## src/rtl/fullAdder.sv

```systemverilog
// One-bit full adder cell; the serial datapath instantiates exactly one of these.
module fullAdder (
  input  logic a_i,
  input  logic b_i,
  input  logic c_i,
  output logic s_o,
  output logic c_o
);

  assign s_o = a_i ^ b_i ^ c_i;
  assign c_o = (a_i & b_i) | (a_i & c_i) | (b_i & c_i);

endmodule

```

## src/rtl/serial_adder_ctrl.sv

```systemverilog
// Bit-serial adder computing {cout,sum} = a + b + cin, LSB first, in WIDTH RUN cycles.
// Define SERIAL_ADDER_OVF_EN to add the registered signed-overflow output ovf.
module serial_adder_ctrl #(
  parameter int unsigned WIDTH = 8
) (
  input  logic             clk,
  input  logic             reset,
  input  logic             start,
  input  logic [WIDTH-1:0] a,
  input  logic [WIDTH-1:0] b,
  input  logic             cin,
  output logic             busy,
  output logic             done,
  output logic [WIDTH-1:0] sum,
  output logic             cout
`ifdef SERIAL_ADDER_OVF_EN
  ,
  output logic             ovf
`endif
);

  localparam int unsigned CntW = $clog2(WIDTH);
  localparam logic [CntW-1:0] LastCnt = CntW'(WIDTH - 1);

  typedef enum logic [1:0] {StIdle, StRun, StDone} state_e;

  state_e            state_q, state_d;
  logic [WIDTH-1:0]  a_q, a_d;
  logic [WIDTH-1:0]  b_q, b_d;
  logic [WIDTH-1:0]  res_q, res_d;
  logic [WIDTH-1:0]  sum_q, sum_d;
  logic [CntW-1:0]   cnt_q, cnt_d;
  logic              carry_q, carry_d;
  logic              cout_q, cout_d;
  logic              fa_s, fa_co;
`ifdef SERIAL_ADDER_OVF_EN
  logic              ovf_q, ovf_d;
`endif

  fullAdder u_full_adder (
    .a_i (a_q[0]),
    .b_i (b_q[0]),
    .c_i (carry_q),
    .s_o (fa_s),
    .c_o (fa_co)
  );

  always_comb begin
    state_d = state_q;
    a_d     = a_q;
    b_d     = b_q;
    res_d   = res_q;
    sum_d   = sum_q;
    cnt_d   = cnt_q;
    carry_d = carry_q;
    cout_d  = cout_q;
`ifdef SERIAL_ADDER_OVF_EN
    ovf_d   = ovf_q;
`endif
    unique case (state_q)
      StIdle: begin
        if (start) begin
          a_d     = a;
          b_d     = b;
          carry_d = cin;
          cnt_d   = '0;
          state_d = StRun;
        end
      end
      StRun: begin
        res_d   = {fa_s, res_q[WIDTH-1:1]};
        a_d     = a_q >> 1;
        b_d     = b_q >> 1;
        carry_d = fa_co;
        cnt_d   = cnt_q + CntW'(1);
        if (cnt_q == LastCnt) begin
          // Final bit goes straight into sum so the result is complete on this edge.
          sum_d   = {fa_s, res_q[WIDTH-1:1]};
          cout_d  = fa_co;
`ifdef SERIAL_ADDER_OVF_EN
          ovf_d   = carry_q ^ fa_co;
`endif
          state_d = StDone;
        end
      end
      StDone:  state_d = StIdle;
      default: state_d = StIdle;
    endcase
  end

  always_ff @(posedge clk) begin
    if (reset) begin
      state_q <= StIdle;
      a_q     <= '0;
      b_q     <= '0;
      res_q   <= '0;
      sum_q   <= '0;
      cnt_q   <= '0;
      carry_q <= 1'b0;
      cout_q  <= 1'b0;
`ifdef SERIAL_ADDER_OVF_EN
      ovf_q   <= 1'b0;
`endif
    end else begin
      state_q <= state_d;
      a_q     <= a_d;
      b_q     <= b_d;
      res_q   <= res_d;
      sum_q   <= sum_d;
      cnt_q   <= cnt_d;
      carry_q <= carry_d;
      cout_q  <= cout_d;
`ifdef SERIAL_ADDER_OVF_EN
      ovf_q   <= ovf_d;
`endif
    end
  end

  assign busy = (state_q == StRun);
  assign done = (state_q == StDone);
  assign sum  = sum_q;
  assign cout = cout_q;
`ifdef SERIAL_ADDER_OVF_EN
  assign ovf  = ovf_q;
`endif

endmodule
```

## config.mk

```make
export PLATFORM = sky130hd
export DESIGN_NAME = serial_adder_ctrl
export DESIGN_NICKNAME = d
export VERILOG_FILES = /design/src/rtl/fullAdder.sv /design/src/rtl/serial_adder_ctrl.sv
export SDC_FILE = /design/constraint.sdc
export NUM_CORES = 1
export LEC_CHECK = 0
export CAP_MARGIN = 20
export CORE_MARGIN = 4
export CORE_UTILIZATION = 45
export CTS_CLUSTER_DIAMETER = 120
export DETAILED_ROUTE_END_ITERATION = 12
export PLACE_DENSITY = 0.78
export SKIP_LAST_GASP = 1
export SLEW_MARGIN = 0
export SYNTH_ARGS = -nofsm -noshare
export SYNTH_HDL_FRONTEND = slang
export SYNTH_HIERARCHICAL = 1
export SYNTH_SLANG_ARGS = --single-unit
```

## constraint.sdc

```tcl
create_clock -name clk -period 2.4 [get_ports clk]
set_clock_uncertainty 0.1 [all_clocks]
set_input_delay 0.48 -clock clk [delete_from_list [all_inputs] [get_ports clk]]
set_output_delay 0.48 -clock clk [all_outputs]
set_load 0.1 [all_outputs]
```

==> impl_metrics.py <==
metrics = {
    "timing": {
        "fin_ws_ns": 0.2518,
        "grt_setup_unrepaired": "no",
        "worstMarginPinSlew_ns": 0.3749,
        "slew_headroom": 0.7501,
        "finalSetupTns_ns": 0,
        "fin_crit_ns": 2.148,
        "whs_ns": 0.3613,
        "clock.fmax_mhz": 465.5,
        "finalMaxSlewViolations": 0,
        "hold_viol_final": 0,
        "period_share": 0.8951,
        "final-setup-viol-count": 0,
    },
    "cts": {
        "cts_made_buffers": 5,
        "clockBufferDepth": 2,
        "cts_setup_buffers": 0,
        "cts_resized": 0,
        "cts_max_level": 2,
        "cts_tree": "built",
        "hold_buffers": 0,
        "clk_latency_ns": 0.33,
        "cts.sinks": 38,
        "cts_root_buf": "clkbuf_4",
        "clk_pin_slew_ns": 0.10,
    },
    "outcome": {
        "status": "complete, no violations",
    },
    "setup_path": {
        "path_max_fanout": 11,
        "start_kind": "register",
        "timing.rr.start": "state_q[0]$_SDFFE_PP0P_",
        "worstPathRequired_ns": 1.82,
        "crit_path_start": "state_q[0]$_SDFFE_PP0P_",
        "slowest_delay_ns": 0.55,
        "crit_arrival_ns": 1.57,
        "worst-setup-path-type": "register to output pin",
        "crit_chain": "nand2b_1, inv_4, buf_12",
        "critPathSlowestCell": "dfxtp_1",
        "endpoint_kind": "output pin",
    },
    "global_routing": {
        "grtUsageTotal": 0.1355,
        "antenna_found_initial": 0,
        "grt_pass1_vias": 1120,
        "grt_pass1_wl_um": 4643,
        "grt_max_degree": 39,
        "overflow": 0,
    },
    "die": {
        "io_pins": 31,
        "die_y_um": 67.03,
        "fp.dieArea_um2": 4492,
        "die_w_um": 67.03,
        "rows": 21,
        "initial_core_util": 0.4661,
        "coreArea_um2": 3363,
    },
    "layout": {
        "synthToLayoutAreaGrowth_pct": 21.79,
        "finalNetCount": 219,
        "final_util": 0.5677,
        "antenna_cells": 0,
        "fin_area_um2": 1909,
        "stdcell_count": 242,
        "drive_above_1_share": 0.1327,
    },
    "place": {
        "dpl_worst_slack_ns": 0.4917,
        "placed_cell_area_um2": 1864,
        "port_buffers": 30,
        "gp_congestion": 0.7191,
        "hpwlAfterDp_um": 1997,
        "placedCellCount": 235,
    },
    "pwr": {
        "power.density_nw_per_um2": 590.8,
        "ir_worst_vdd_v": 0.0003111,
        "power.leakage_nw": 0.7351,
        "power_mw": 1.128,
    },
    "detailed_routing": {
        "via_per_inst": 5.025,
        "drt-total-wl_um": 2738,
        "first_pass_iters": 4,
        "vias": 1216,
        "antenna_left": 0,
        "wl_per_cell_um": 11.31,
        "detail_route.iter0.violations": 61,
        "drcViolationCount": 0,
    },
    "yosys": {
        "avgSynthCellArea_um2": 9.277,
        "yosysTopAreaCell": "dfxtp_1",
        "synthesis.nets": 192,
        "netlist.area_leader.share": 0.4852,
        "synthTopCellsByArea": "dfxtp_1 49%, mux2i_1 10%, nand2_1 7.7%, a211oi_1 7.2%, a21oi_1 5.1%",
        "synth_seq_area_share": 0.4852,
        "synthCells": 169,
        "synth_cell_type_count": 25,
        "ys_seq_elements": 38,
        "yosys_warnings": 6,
        "synthesis.area_um2": 1568,
    },
    "run": {
        "cap_violations": 0,
    },
    "min_path": {
        "hold_path.class": "register to register",
        "hp-start": "sum[2]$_SDFFE_PP0P_",
    },
}
[registers in the layout (all words and copies together), names as in the netlist]
| register | flops |
|---|---|
| a_q | 8 |
| b_q | 8 |
| sum | 8 |
| res_q | 7 |
| cnt_q | 3 |
| state_q | 2 |
| carry_q | 1 |
| cout | 1 |
[per-layer routing]
layer / routed length [um] / vias up / global-route usage
met2: 1309 / 37 / 0.2209
li1: - / 634 / -
met5: 0 / - / 0
met4: 51 / 0 / 0.06835
met3: 133 / 7 / 0.03373
met1: 1244 / 538 / 0.1634
[final cells by class]
| cell class | instances | area, um2 |
|---|---|---|
| Fill cell | 323 | 1454 |
| Clock buffer | 7 | 45.04 |
| Multi-Input combinational cell | 116 | 715.7 |
| Timing Repair Buffer | 33 | 320.3 |
| Tap cell | 46 | 57.56 |
| Sequential cell | 38 | 760.7 |
| Inverter | 2 | 10.01 |
[logic make-up (layout without fill, tap and decap cells)]
kind of cell             after synthesis  in the layout  synth area share
buffers and inverters                 15             42           0.05985
flip-flops                            38             38            0.4852
AND/OR/NAND/NOR                       59             59            0.1564
AO/OA/AOI/OAI                         38             38            0.1676
adder cells (fa/ha/maj)                3              3           0.02873
multiplexers                          16             16            0.1022
[final timing paths]
path / to / slack [ns] / depth (start not counted)
hold reg to reg: sum[2]$_SDFFE_PP0P_ / 0.36 / 2
hold / removal: sum[2]$_SDFFE_PP0P_ / 0.36 / 2
setup reg to reg: b_q[6]$_SDFFE_PP0P_ / 0.72 / 4
setup / recovery: busy / 0.25 / 3
[power breakdown]
part           leakage, nW  internal (mW)  total [mW]  switching (mW)
clock network       0.0254          0.111       0.296           0.185
registers            0.311          0.660       0.680          0.0201
logic                0.399         0.0770       0.152          0.0746
total                0.735          0.848        1.13           0.280
[critical path, delay by kind of cell (launching register included)]
kind / cells / cell delay [ns]
buffers and inverters: 2 / 0.40
and+or+nand+nor: 1 / 0.29
DFF: 1 / 0.55
[synthesized netlist by cell type]
cell and count:
dfxtp_1 38, nand2_1 32, nor2_1 21, a21oi_1 16, mux2i_1 16, a211oi_1 15
a22oi_1 4, buf_4 4, buf_2 3, clkbuf_1 3, buf_6 2, ha_1 2
a211oi_2 1, and3b_2 1, clkbuf_2 1, fa_1 1, inv_1 1, inv_4 1
nand2b_1 1, nand3b_2 1, nor2b_1 1, nor3_1 1, nor3b_1 1, o21ba_4 1
o21bai_2 1
[cell usage in the layout (no fill, tap or decap), types with 2 or more instances in the layout]
cell / instances
nor2_1: 21
buf_4: 12
dfxtp_1: 38
buf_12: 2
mux2i_1: 16
clkbuf_1: 2
ha_1: 2
a21oi_1: 16
a211oi_1: 15
nand2_1: 32
a22oi_1: 4
clkbuf_4: 5
clkdlybuf4s50_1: 19
Power figures use the tool's default switching activity.
